File: config.mk
export PLATFORM = sky130hd
export DESIGN_NAME = result_display
export DESIGN_NICKNAME = d
export VERILOG_FILES = /design/src/rtl/result_display_pkg.sv /design/src/rtl/result_display_if.sv /design/src/rtl/bin2bcd_seq.sv /design/src/rtl/result_display.sv
export SDC_FILE = /design/constraint.sdc
export NUM_CORES = 1
export LEC_CHECK = 0
export ABC_AREA = 1
export CAP_MARGIN = 10
export CORE_ASPECT_RATIO = 1.75
export CORE_MARGIN = 1.5
export CORE_UTILIZATION = 58
export DETAILED_ROUTE_END_ITERATION = 10
export GPL_TIMING_DRIVEN = 0
export MAX_ROUTING_LAYER = met4
export PLACE_DENSITY = 0.8
export SYNTH_ARGS = -nofsm -noshare
export SYNTH_HDL_FRONTEND = slang
export SYNTH_HIERARCHICAL = 1
export SYNTH_SLANG_ARGS = --single-unit
export TNS_END_PERCENT = 100
File: constraint.sdc
create_clock -name base_clk -period 2.45 [get_ports base_clk]
set_input_delay 0.49 -clock base_clk [delete_from_list [all_inputs] [get_ports base_clk]]
set_output_delay 0.49 -clock base_clk [all_outputs]
set_load 0.01 [all_outputs]
File: src/rtl/result_display_pkg.sv
// rtl/result_display_pkg.sv - shared types, widths and 7-segment constants for result_display
package result_display_pkg;

  // Converter FSM states
  typedef enum logic [1:0] {
    IDLE = 2'd0,
    CONV = 2'd1,
    DONE = 2'd2
  } conv_state_e;

  localparam int NUM_DIGITS = 5;
  localparam int BCD_W      = 20;
  localparam int BIN_W      = 16;
  localparam int DIV_W      = 24;

  // Active-low segment patterns, bit 0 = a ... bit 6 = g, bit 7 = dp (off)
  localparam logic [7:0] SEG_0   = 8'hC0;
  localparam logic [7:0] SEG_1   = 8'hF9;
  localparam logic [7:0] SEG_2   = 8'hA4;
  localparam logic [7:0] SEG_3   = 8'hB0;
  localparam logic [7:0] SEG_4   = 8'h99;
  localparam logic [7:0] SEG_5   = 8'h92;
  localparam logic [7:0] SEG_6   = 8'h82;
  localparam logic [7:0] SEG_7   = 8'hF8;
  localparam logic [7:0] SEG_8   = 8'h80;
  localparam logic [7:0] SEG_9   = 8'h90;
  localparam logic [7:0] SEG_OFF = 8'hFF;

  // BCD digit to active-low segments; non-decimal nibbles go dark
  function automatic logic [7:0] seg_decode(input logic [3:0] digit);
    logic [7:0] pattern;
    case (digit)
      4'd0:    pattern = SEG_0;
      4'd1:    pattern = SEG_1;
      4'd2:    pattern = SEG_2;
      4'd3:    pattern = SEG_3;
      4'd4:    pattern = SEG_4;
      4'd5:    pattern = SEG_5;
      4'd6:    pattern = SEG_6;
      4'd7:    pattern = SEG_7;
      4'd8:    pattern = SEG_8;
      4'd9:    pattern = SEG_9;
      default: pattern = SEG_OFF;
    endcase
    return pattern;
  endfunction

endpackage

File: src/rtl/result_display_if.sv
// rtl/result_display_if.sv - binary value in, BCD result and busy out, between display and converter
interface result_display_if;
  import result_display_pkg::*;

  logic [BIN_W-1:0] result;
  logic [BCD_W-1:0] bcd;
  logic             busy;

  // Side that supplies the value and consumes the conversion
  modport master (
    output result,
    input  bcd,
    input  busy
  );

  // Converter side
  modport slave (
    input  result,
    output bcd,
    output busy
  );
endinterface

File: src/rtl/bin2bcd_seq.sv
// rtl/bin2bcd_seq.sv - sequential double-dabble converter, re-runs whenever result differs from the last value taken
module bin2bcd_seq
  import result_display_pkg::*;
(
  input  logic             base_clk,
  input  logic             reset,
  result_display_if.slave  conv
);

  conv_state_e      r_state;
  logic [BIN_W-1:0] r_last;
  logic [BIN_W-1:0] r_bin;
  logic [BCD_W-1:0] r_acc;
  logic [3:0]       r_cnt;
  logic [BCD_W-1:0] r_bcd;
  logic             r_busy;
  logic [BCD_W-1:0] w_adj;

  // Add-3 correction on every nibble that would overflow past 9 after the shift
  always_comb begin
    w_adj = r_acc;
    for (int k = 0; k < NUM_DIGITS; k++) begin
      if (r_acc[4*k +: 4] >= 4'd5) begin
        w_adj[4*k +: 4] = r_acc[4*k +: 4] + 4'd3;
      end
    end
  end

  // Converter FSM: sample on change, 16 shift iterations, then publish bcd in one cycle
  always_ff @(posedge base_clk or negedge reset) begin
    if (!reset) begin
      r_state <= IDLE;
      r_last  <= '0;
      r_bin   <= '0;
      r_acc   <= '0;
      r_cnt   <= '0;
      r_bcd   <= '0;
      r_busy  <= 1'b0;
    end else begin
      case (r_state)
        IDLE: begin
          if (conv.result != r_last) begin
            r_last  <= conv.result;
            r_bin   <= conv.result;
            r_acc   <= '0;
            r_cnt   <= '0;
            r_busy  <= 1'b1;
            r_state <= CONV;
          end
        end
        CONV: begin
          {r_acc, r_bin} <= {w_adj, r_bin} << 1;
          r_cnt          <= r_cnt + 4'd1;
          if (r_cnt == 4'd15) begin
            r_state <= DONE;
          end
        end
        DONE: begin
          r_bcd   <= r_acc;
          r_busy  <= 1'b0;
          r_state <= IDLE;
        end
        default: begin
          r_state <= IDLE;
          r_busy  <= 1'b0;
        end
      endcase
    end
  end

  assign conv.bcd  = r_bcd;
  assign conv.busy = r_busy;

endmodule

File: src/rtl/result_display.sv
// rtl/result_display.sv - 16-bit result to 5-digit multiplexed 7-segment display; RESULT_DISPLAY_BLANK_EN enables leading-zero blanking
module result_display
  import result_display_pkg::*;
#(
  parameter int SCAN_DIV = 100000
) (
  input  logic             base_clk,
  input  logic             reset,
  input  logic [BIN_W-1:0] result,
  output logic [7:0]       seg,
  output logic [7:0]       an,
  output logic [BCD_W-1:0] bcd,
  output logic             busy
);

  localparam logic [DIV_W-1:0] DIV_LAST = DIV_W'(SCAN_DIV - 1);
  localparam logic [2:0]       IDX_LAST = 3'(NUM_DIGITS - 1);

  result_display_if u_conv_if ();

  logic [DIV_W-1:0] r_div;
  logic [2:0]       r_idx;
  logic [7:0]       r_seg;
  logic [7:0]       r_an;
  logic [3:0]       w_nibble;
  logic             w_blank;
  logic [7:0]       w_seg;

  assign u_conv_if.result = result;

  bin2bcd_seq u_bin2bcd (
    .base_clk (base_clk),
    .reset    (reset),
    .conv     (u_conv_if)
  );

  assign bcd  = u_conv_if.bcd;
  assign busy = u_conv_if.busy;

  // Select the nibble for the digit currently being scanned
  always_comb begin
    w_nibble = 4'd0;
    case (r_idx)
      3'd0:    w_nibble = bcd[3:0];
      3'd1:    w_nibble = bcd[7:4];
      3'd2:    w_nibble = bcd[11:8];
      3'd3:    w_nibble = bcd[15:12];
      3'd4:    w_nibble = bcd[19:16];
      default: w_nibble = 4'd0;
    endcase
  end

`ifdef RESULT_DISPLAY_BLANK_EN
  // Blank digit k when it and every more significant digit are zero; digit 0 always shows
  always_comb begin
    w_blank = 1'b0;
    case (r_idx)
      3'd1:    w_blank = (bcd[19:4]  == 16'd0);
      3'd2:    w_blank = (bcd[19:8]  == 12'd0);
      3'd3:    w_blank = (bcd[19:12] == 8'd0);
      3'd4:    w_blank = (bcd[19:16] == 4'd0);
      default: w_blank = 1'b0;
    endcase
  end
`else
  assign w_blank = 1'b0;
`endif

  assign w_seg = w_blank ? SEG_OFF : seg_decode(w_nibble);

  // Prescaler and digit index: each digit holds for SCAN_DIV cycles, cycling 0..4
  always_ff @(posedge base_clk or negedge reset) begin
    if (!reset) begin
      r_div <= '0;
      r_idx <= '0;
    end else if (r_div == DIV_LAST) begin
      r_div <= '0;
      r_idx <= (r_idx == IDX_LAST) ? 3'd0 : r_idx + 3'd1;
    end else begin
      r_div <= r_div + 1'b1;
    end
  end

  // Registered display drive, one stage behind index and bcd
  always_ff @(posedge base_clk or negedge reset) begin
    if (!reset) begin
      r_seg <= SEG_OFF;
      r_an  <= 8'hFF;
    end else begin
      r_seg <= w_seg;
      r_an  <= ~(8'd1 << r_idx);
    end
  end

  assign seg = r_seg;
  assign an  = r_an;

endmodule

==> qor.yml, run 1 <==
yosys:
  yosys_register_bits: 121
  yosysUniqueCellTypes: 33
  syn-num-nets: 895
  synth-seq-area-share: 0.468
  postSynthAreaPerCell_um2: 7.62
  ys_warns: 13
  instance_count_of_the_mapped_netlist: 854
  synthesis.area_um2: 6510
pwr:
  max-vdd-ir-drop_v: 0.000816
  p_per_area_nw_per_um2: 1160
  power.leakage_uw: 0.00402
critical_path:
  timing.critical_path.arrival_ns: 2.40
  setup.worst_path.end_class: "flip-flop"
  worstSetupPathType: "input pin to flip-flop"
  critical_path.startpoint_type: "input pin"
  required_ns: 2.75
  worst-path-max-fanout: 10
timing:
  final_period_utilization: 0.856
  setup_viol: 0
  final.setup_skew_ns: 0.00727
  max_slew_headroom_at_the_worst_pin: 0.627
  final.hold.worst_slack_ns: -0.00150
  finalMaxSlewViolations: 0
  report.final.hold_viol_count: 1
  rsz0062_at_grt: "false"
  final_period_minus_worst_setup_slack_ns: 2.10
  max_slew.worst_pin.slew_ns: 0.559
  max_freq_ghz: 0.477
layout:
  nNetsFinal: 968
  antennaDiodeCount: 0
  layout-drive-gt1-share: 0.0947
  final_core_utilization: 0.711
  final-instance-count-excl-fill: 1072
  final.fill_count: 881
  most_common_cell_after_layout_fill_and_taps_aside: "nand2_1"
  most-common-layout-cells: "nand2_1 (270), inv_1 (111), dfrtp_1 (106), nand3_1 (78), o21ai_0 (75)"
  synthToLayoutAreaGrowth_pct: 20.6
clock_network:
  max-clock-path-buffers: 2
  root_buffer: "clkbuf_16"
  cts.hold.buffers_added: 0
  clkLatencyLatePin_ns: 0.41
  cts_tree: "done"
  number_of_clock_buffers_inserted_by_tritoncts: 17
  tritoncts_num_sinks: 121
  cts_resized: 0
  cts.htree.levels: 4
  clk_pin_slew_worst_paths_ns: 0.06
  post-cts-setup-buffers: 0
outcome:
  status: "finished with violations"
  violations: "negative hold slack"
route:
  drtAntennaViolNets: 0
  route.detailed.wl_per_inst_um: 13.6
  vias: 5576
  remaining_drc_errors: 0
  total_iterations_of_the_first_detailed_routing_run: 7
  vias_cell: 5.20
  drt-total-wl_um: 14600
  dr.first_iter.drc_count: 345
die:
  die_h_um: 143
  die_width_um: 83.1
  placeableCoreArea_um2: 11000
  floorplan.initialDensity: 0.589
  die_area_um2: 11900
  placementRows: 51
  ioPinCount: 55
global_route:
  gr-total-overflow: 0
  grt_max_degree: 78
  initial_antenna_violation_count: 0
  gr-usage-all-layers: 0.268
  grt_first_pass_wirelength_um: 24800
  grt_pass1_vias: 5399
place:
  dp.final_hpwl_um: 10500
  numPlacedInstances: 1040
  gp_routability_congestion: 0.904
  numPortBuffers: 53
hold_path:
  worst_hold_path_type: "input pin to async pin"
job:
  cap_violations: 0
[final timing paths]
path                                           from                  end  slack [ns]  cells after the start
worst max-delay path                      result[0]   u_bin2bcd/r_bin[9]        0.35                     14
worst min-delay path                          reset             r_div[3]      -0.002                      1
worst max register to register             r_idx[2]               seg[3]        0.41                     13
worst min register to register  u_bin2bcd/r_last[0]  u_bin2bcd/r_last[0]        0.50                      2
max in group asynchronous                     reset               seg[4]        1.71                      2
min in group base_clk           u_bin2bcd/r_last[0]  u_bin2bcd/r_last[0]        0.50                      2
[synth_stat cells]
| library cell | number | area (µm²) |
|---|---|---|
| buf_2 | 5 | 25.0 |
| buf_6 | 4 | 45.0 |
| nor3_1 | 3 | 15.0 |
| and3_1 | 2 | 12.5 |
| nand3b_1 | 2 | 15.0 |
| inv_4 | 1 | 6.26 |
| nand3b_4 | 1 | 20.0 |
| buf_1 | 5 | 18.8 |
| inv_2 | 6 | 22.5 |
| nor2_1 | 67 | 251 |
| nand3_1 | 78 | 390 |
| dfstp_2 | 15 | 394 |
| conb_1 | 1 | 3.75 |
| dfrtp_1 | 106 | 2650 |
| nand2_2 | 3 | 18.8 |
| nor2_4 | 3 | 33.8 |
| nand4_1 | 11 | 68.8 |
| nor2_2 | 7 | 43.8 |
| nand2_1 | 270 | 1010 |
| ha_1 | 23 | 288 |
| clkbuf_1 | 7 | 26.3 |
| or2_2 | 1 | 6.26 |
| o21bai_1 | 4 | 30.0 |
| o21ai_0 | 75 | 375 |
| nand3_2 | 3 | 30.0 |
| xor2_1 | 13 | 114 |
| o21ai_1 | 1 | 5.00 |
| a21oi_1 | 15 | 75.1 |
| inv_1 | 111 | 417 |
| nand2_4 | 1 | 11.3 |
| xnor2_1 | 2 | 17.5 |
| o211ai_1 | 1 | 7.51 |
| buf_4 | 7 | 52.6 |
[where the power goes]
part / switching, µW / internal (µW) / leakage, µW
Combinational: 1850 / 1350 / 0.00223
Clock: 884 / 1720 / 0.000297
Sequential: 545 / 2710 / 0.00150
Total: 3280 / 5790 / 0.00402
[state kept, by name, indices dropped and copies added, names as in the netlist]
signal and flops:
r_div 24, u_bin2bcd/conv.bcd 20, u_bin2bcd/r_acc 20, u_bin2bcd/r_bin 16, u_bin2bcd/r_last 16, an 8
seg 7, u_bin2bcd/r_cnt 4, r_idx 3, u_bin2bcd/r_state 2, u_bin2bcd/conv.busy 1
[layer usage]
| metal | part of all wire | vias up | global-route usage |
|---|---|---|---|
| met1 | 0.39 | 2592 | 0.281 |
| met3 | 0.034 | 29 | 0.0422 |
| met4 | 0.026 | 0 | 0.107 |
| met2 | 0.55 | 134 | 0.499 |
| met5 | 0 | - | - |
| li1 | - | 2821 | - |
[worst max-delay path: stages]
cell and delay [ns]:
clkdlybuf4s50_1 0.49, inv_1 0.05, nand2_1 0.05, nand2_1 0.05, nor2_1 0.24, nand2_1 0.09
nor2_1 0.20, nand2_1 0.12, nand2_1 0.10, buf_6 0.16, nand2_4 0.09, buf_6 0.15
nand2_1 0.07, nand2_1 0.05
[per-stage QoR]
stage / power (µW) / TNS, ns / cell area [µm²] / setup WS, ns
after CTS: 9120 / 0 / 7850 / 0.345
final: 9070 / 0 / 7850 / 0.353
after floorplan: 5330 / 0 / 6510 / 0.632
after global routing: 9770 / 0 / 7850 / 0.171
after detailed placement: 6460 / -1.15 / 7230 / -0.0781
after global placement: 6360 / -430.57 / 7200 / -3.75
[cell type report]
class,count,area [µm²],area share
flip-flops and latches,121,3050,0.388
multi-input cells,587,2850,0.363
repair buffers,54,559,0.0713
inverters,118,445,0.0568
clock buffers,19,443,0.0564
clock inverters,13,175,0.0223
plain buffers,28,168,0.0214
well taps,132,165,0.0210
[kinds of logic after synthesis]
logic type      count (synthesis)  synth area share
buf+inv                       146            0.0942
flops                         121             0.468
other cells                     1          0.000576
xor+xnor                       15            0.0202
simple gates                  452             0.297
fa+ha+maj                      23            0.0442
compound gates                 96            0.0758
Note: power is estimated with default switching activity, not from simulation.
==> run 2: changes to the inputs <==
--- a/config.mk
+++ b/config.mk
@@ -11,3 +11,3 @@
 export CORE_MARGIN = 1.5
-export CORE_UTILIZATION = 58
+export CORE_UTILIZATION = 53
 export DETAILED_ROUTE_END_ITERATION = 10
@@ -15,3 +15,3 @@
 export MAX_ROUTING_LAYER = met4
-export PLACE_DENSITY = 0.8
+export PLACE_DENSITY = 0.77
 export SYNTH_ARGS = -nofsm -noshare
==> constraint.sdc (replaced) <==
create_clock -name base_clk -period 1.8 [get_ports base_clk]
set_input_delay 0.36 -clock base_clk [delete_from_list [all_inputs] [get_ports base_clk]]
set_output_delay 0.36 -clock base_clk [all_outputs]
set_load 0.1 [all_outputs]
==> run 2 against run 1 <==
The flow finishes with violations (negative setup slack). Non-clock buffer count increased by 13. Sequential cell count unchanged. First-iteration DRC count increased by 0.29%. Largest power group is now combinational logic.
==> qor.yml, run 2 (synthesized netlist as in run 1, its figures left out) <==
timing:
  finalWorstSetupSlack_ns: -0.00425  # -0.357 ns
  final.hold.worst_slack_ns: 0.274  # +0.276 ns
  max_slew.worst_pin.slew_ns: 0.581  # +0.0221 ns
  final_period_minus_worst_setup_slack_ns: 1.80
  final_period_utilization: 1.00
  finalSetupTns_ns: -0.00534  # -0.00534 ns
  report.final.hold_viol_count: 0  # -1
  setup_viol: 2  # +2
  max_freq_ghz: 0.554
  rsz0062_at_grt: "true"
  finalMaxSlewViolations: 0  # unchanged
  max_slew_headroom_at_the_worst_pin: 0.614  # -0.0129
  final.setup_skew_ns: 0.0107  # +0.00344 ns
die:
  placementRows: 53  # +3.9%
  die_area_um2: 13000  # +9.2%
  die_h_um: 150  # +4.5%
  floorplan.initialDensity: 0.542  # -0.0473
  placeableCoreArea_um2: 12000  # +8.7%
  ioPinCount: 55  # unchanged
  die_width_um: 86.8  # +4.4%
place:
  gp_routability_congestion: 0.925  # +2.3%
  place_worst_setup_slack_ns: -0.489  # -0.411 ns
  numPortBuffers: 53  # unchanged
  numPlacedInstances: 1073  # +3.2%
  postPlaceCellArea_um2: 7300  # +0.92%
  dp.final_hpwl_um: 10900  # +4.6%
critical_path:
  required_ns: 2.15  # -0.60 ns
  setup.worst_path.end_class: "flip-flop"
  worst-r2r-cell-count: 12  # -1
  timing.rr.end: "seg[3]"
  critical_path.startpoint_type: "flip-flop"
  worst-r2r-setup-slack_ns: -0.004  # -0.41 ns
  timing.critical_path.arrival_ns: 2.16  # -0.24 ns
  regToRegStartpoint: "r_idx[1]"
  worst-path-max-fanout: 5  # -5
  worstSetupPathType: "flip-flop to flip-flop"
layout:
  most-common-layout-cells: "nand2_1 (261), inv_1 (103), dfrtp_1 (93), o21ai_0 (75), nand3_1 (73)"
  sequential_cell_area_um2: 3060  # +0.53%
  final.fill_count: 943  # +7.0%
  largest_register_ff_count: 24  # unchanged
  layout-drive-gt1-share: 0.196  # +0.102
  antennaDiodeCount: 0  # unchanged
  nNetsFinal: 981  # +1.3%
  most_common_cell_after_layout_fill_and_taps_aside: "nand2_1"
  multi_input_area_um2: 3060  # +7.4%
  final_cell_area_um2: 8220  # +4.7%
  final-instance-count-excl-fill: 1118  # +4.3%
  synthToLayoutAreaGrowth_pct: 26.3
  largest-register: "r_div"
clock_network:
  clkLatencyLatePin_ns: 0.41  # about the same
  number_of_clock_buffers_inserted_by_tritoncts: 17  # unchanged
  root_buffer: "clkbuf_16"
  cts.htree.levels: 4  # unchanged
  clk_pin_slew_worst_paths_ns: 0.06  # about the same
  max-clock-path-buffers: 2  # unchanged
  cts_tree: "done"
  tritoncts_num_sinks: 121  # unchanged
global_route:
  grt_first_pass_wirelength_um: 25300  # +2.4%
  gr-total-overflow: 0  # unchanged
  gr-usage-all-layers: 0.259  # -0.00851
  initial_antenna_violation_count: 0  # unchanged
  grt_max_degree: 71  # -9.0%
  grt_pass1_vias: 5626  # +4.2%
pwr:
  p_per_area_nw_per_um2: 1760  # +52%
  max-vdd-ir-drop_v: 0.000920  # +13%
  power.leakage_uw: 0.00416  # +3.5%
route:
  drtAntennaViolNets: 0  # unchanged
  drt-total-wl_um: 16000  # +9.6%
  total_iterations_of_the_first_detailed_routing_run: 5  # -2
  route.detailed.wl_per_inst_um: 14.3  # +5.1%
  remaining_drc_errors: 0  # unchanged
  vias_cell: 5.13  # -1.4%
  vias: 5735  # +2.9%
  dr.first_iter.drc_count: 346  # +0.29%
hold_path:
  hold_path.startpoint: "result[4]"
  min_to: "u_bin2bcd/r_last[4]"
  timing.hold.worst_path_depth: 3
  worst_hold_path_type: "input pin to flip-flop"
outcome:
  violations: "negative setup slack"
  status: "finished with violations"
job:
  cap_violations: 0  # unchanged
run 2: cell count changes in the layout (fill, tap and decap cells not counted), sizes merged:
cell,before,now
clkinvlp,3,2
dlygate4sd3,0,1
clkdlybuf4s50,52,10
bufinv,4,0
clkdlybuf4s15,0,19
clkdlybuf4s18,0,1
clkbuf,26,37
dlymetal6s2s,0,6
clkinv,5,1
inv,119,118
buf,23,50
run 2: area by class of cell:
type                       count  share of cell area
inverter                     118              0.0554
buffer                        26              0.0207
sequential                   121               0.373
clock buffer                  29              0.0713
clock inverter                 3             0.00244
timing repair buffer          69              0.0804
tap                          165              0.0251
multi-input combinational    587               0.372
run 2: worst max-delay path: stages (launching register included):
cell	delay (ns)
dfrtp_2	0.45
inv_4	0.09
ha_4	0.15
buf_8	0.14
nand3_2	0.07
nand2_1	0.09
nor2_2	0.04
nand2_2	0.10
inv_2	0.08
ha_4	0.26
o21bai_4	0.11
nand3_2	0.09
nand2_1	0.06
run 2: where the power goes:
group          switching (µW)  internal [µW]
clock network            1180           2200
registers                 760           3710
logic                    4680           1900
total                    6620           7820
run 2: through the flow:
stage               utilization  power, µW
finish                    0.685      14400
floorplan                     -       9190
global placement          0.606      10600
global route              0.685      15400
detailed placement        0.608      10800
CTS                       0.665      14200
run 2: worst max path at each step:
stage	from	cells past startpoint	slack, ns	to
final	r_idx[1]	12	-0.004	seg[3]
after global routing	r_idx[0]	12	-0.09	seg[0]
after CTS	r_idx[1]	12	0.002	seg[3]
after detailed placement	result[4]	14	-0.49	u_bin2bcd/r_bin[13]
after global placement	reset	1	-4.80	u_bin2bcd/conv.bcd[13]
after floorplan	r_idx[2]	13	0.03	seg[3]
run 2: what timing repair did:
action,CTS,global route
gates cloned,1,2
hold endpoints to repair,51,0
hold buffers,1,0
resized for setup,154,56
buffers inserted,7,4
pin swaps,3,19
setup endpoints to repair,84,63
run 2: routing by layer:
metal  GRT usage  routed length (µm)
met1       0.263                5740
met2       0.462                9070
met3      0.0491                 529
met4       0.140                 676
met5           -                   0
==> run 3: changes to the inputs <==
CORE_MARGIN = not set   (was 1.5)
==> run 3 against run 2 <==
The run now ends clean. Final cell count increased by 0.18%. Core utilization decreased by 0.22 points. Sequential share of layout area increased by 0.10 points. Clock power decreased by 4%. Combinational power decreased by 0.8%. Maximum frequency increased by 0.66%. Routed wire length decreased by 4.2%.
==> qor.yml, run 3 (synthesized netlist as in run 1, its figures left out) <==
route:
  route.detailed.wl_per_inst_um: 13.7  # -4.4%
  total_iterations_of_the_first_detailed_routing_run: 6  # +1
  drtAntennaViolNets: 0  # unchanged
  remaining_drc_errors: 0  # unchanged
  dr.first_iter.drc_count: 306  # -12%
  vias: 5713  # -0.38%
  vias_cell: 5.10  # -0.56%
  drt-total-wl_um: 15300  # -4.2%
place:
  place_worst_setup_slack_ns: -0.501  # -0.0117 ns
  numPortBuffers: 53  # unchanged
  postPlaceCellArea_um2: 7300  # unchanged
  dp.final_hpwl_um: 10500  # -4.1%
  gp_routability_congestion: 0.906  # -2.0%
hold_path:
  worst_hold_path_type: "input pin to flip-flop"
  timing.hold.worst_path_depth: 3  # unchanged
global_route:
  initial_antenna_violation_count: 0  # unchanged
  gr-usage-all-layers: 0.259  # about the same
  grt_pass1_vias: 5482  # -2.6%
  gr-total-overflow: 0  # unchanged
  grt_first_pass_wirelength_um: 25000  # -1.2%
  grt_max_degree: 75  # +5.6%
timing:
  report.final.hold_viol_count: 0  # unchanged
  max_slew_headroom_at_the_worst_pin: 0.625  # +0.0110
  rsz0062_at_grt: "true"
  final_period_utilization: 0.996  # -0.00654
  finalMaxSlewViolations: 0  # unchanged
  max_freq_ghz: 0.558  # +0.66%
  finalWorstSetupSlack_ns: 0.00752  # +0.0118 ns
  final.setup_skew_ns: 0.00729  # -0.00342 ns
  max_slew.worst_pin.slew_ns: 0.565  # -0.0165 ns
  final_period_minus_worst_setup_slack_ns: 1.79  # -0.0118 ns
  setup_viol: 0  # -2
  final.hold.worst_slack_ns: 0.281  # +0.00690 ns
layout:
  largest-register: "r_div"
  nNetsFinal: 983  # +0.20%
  final.fill_count: 980  # +3.9%
  final_cell_area_um2: 8190  # -0.32%
  largest_register_ff_count: 24  # unchanged
  synthToLayoutAreaGrowth_pct: 25.9
  most-common-layout-cells: "nand2_1 (260), inv_1 (100), dfrtp_1 (94), o21ai_0 (75), nand3_1 (74)"
  layout-drive-gt1-share: 0.202  # +0.00587
  most_common_cell_after_layout_fill_and_taps_aside: "nand2_1"
  antennaDiodeCount: 0  # unchanged
die:
  die_area_um2: 12700  # -1.8%
  ioPinCount: 55  # unchanged
  placeableCoreArea_um2: 12000  # unchanged
  placementRows: 53  # unchanged
  die_h_um: 149  # -0.67%
  die_width_um: 85.8  # -1.2%
  floorplan.initialDensity: 0.542  # unchanged
clock_network:
  cts.htree.levels: 4  # unchanged
  tritoncts_num_sinks: 121  # unchanged
  root_buffer: "clkbuf_16"
  cts_tree: "done"
  number_of_clock_buffers_inserted_by_tritoncts: 17  # unchanged
  clkLatencyLatePin_ns: 0.41  # about the same
  max-clock-path-buffers: 2  # unchanged
  clk_pin_slew_worst_paths_ns: 0.05  # about the same
critical_path:
  cpPeakStageDelay_ns: 0.46  # about the same
  cpMostUsedCell: "nand2_1"
  critical_path.startpoint_type: "flip-flop"
  worstSetupPathType: "flip-flop to flip-flop"
  setup.worst_path.end_class: "flip-flop"
  timing.critical_path.arrival_ns: 2.15  # about the same
  worst-path-max-fanout: 6  # +1
  required_ns: 2.15  # about the same
  cpMaxStageDelayCell: "dfrtp_2"
  worst-r2r-cell-count: 10  # -2
  critical_path.cell_chain: "buf_6 -> ha_4 -> buf_4 -> nand3_1 -> nand3_4 -> nor2_4 -> nand2_1 -> nand2_1 -> nand2_1 -> nand2_1"
pwr:
  p_per_area_nw_per_um2: 1740  # -0.91%
  power.leakage_uw: 0.00418  # +0.51%
  max-vdd-ir-drop_v: 0.000965  # +4.9%
job:
  cap_violations: 0  # unchanged
outcome:
  status: "finished clean"
-- run 3: cell types whose count changed in the layout (fill, tap and decap cells not counted), sizes merged --
cell           previous run  this run
clkdlybuf4s50            10         8
clkinvlp                  2         0
inv                     118       119
clkbuf                   37        34
dlymetal6s2s              6         8
buf                      50        51
clkdlybuf4s18             1         0
clkdlybuf4s15            19        21
clkinv                    1         5
-- run 3: critical path: cells and delay by family (launching register included) --
kind / cells / cell delay (ns)
flip-flops: 1 / 0.46
AND/OR/NAND/NOR: 7 / 0.83
adder cells (fa/ha/maj): 1 / 0.17
buffers and inverters: 2 / 0.28
-- run 3: repair_timing --
item                                   4_1_cts  5_1_grt
setup buffers                               10        6
endpoints found under the hold margin       47        0
pin swaps                                    2       26
gates cloned                                 0        1
hold buffers                                 1        0
setup endpoints to repair                   91       63
gates resized for setup                    153       57
-- run 3: worst paths after layout --
path,start,to,slack (ns)
worst min-delay path,result[4],u_bin2bcd/r_last[4],0.28
worst min register to register,u_bin2bcd/r_last[0],u_bin2bcd/r_last[0],0.50
min in group asynchronous,reset,r_div[3],0.46
max in group asynchronous,reset,an[0],0.62
worst max-delay path,r_idx[0],seg[4],0.008
worst max register to register,r_idx[0],seg[4],0.008
-- run 3: stage by stage --
stage	std cells	util	setup TNS, ns	total power, µW
global route	1120	0.682	-0.396	15200
global placement	1072	0.606	-530.73	10600
finish	1120	0.682	0	14300
floorplan	854	-	0	9190
detailed placement	1073	0.608	-30.21	10700
CTS	1114	0.663	0	14000
-- run 3: layer usage --
layer	track usage	routed length, µm
met5	-	0
met4	0.125	531
met3	0.0461	453
met2	0.468	8420
met1	0.267	5940
-- run 3: layout make-up --
cell class | count | area (µm²) | share of cell area
buffer | 25 | 159 | 0.0194
clock buffer | 26 | 552 | 0.0674
clock inverter | 6 | 31.3 | 0.00382
inverter | 118 | 453 | 0.0553
multi-input combinational | 587 | 3060 | 0.373
sequential | 121 | 3060 | 0.374
tap | 165 | 206 | 0.0252
timing repair buffer | 72 | 673 | 0.0822
-- run 3: where the power goes --
| group | internal (µW) | switching (µW) |
|---|---|---|
| clock | 2100 | 1170 |
| combinational | 1900 | 4630 |
| sequential | 3710 | 757 |
| total | 7710 | 6550 |
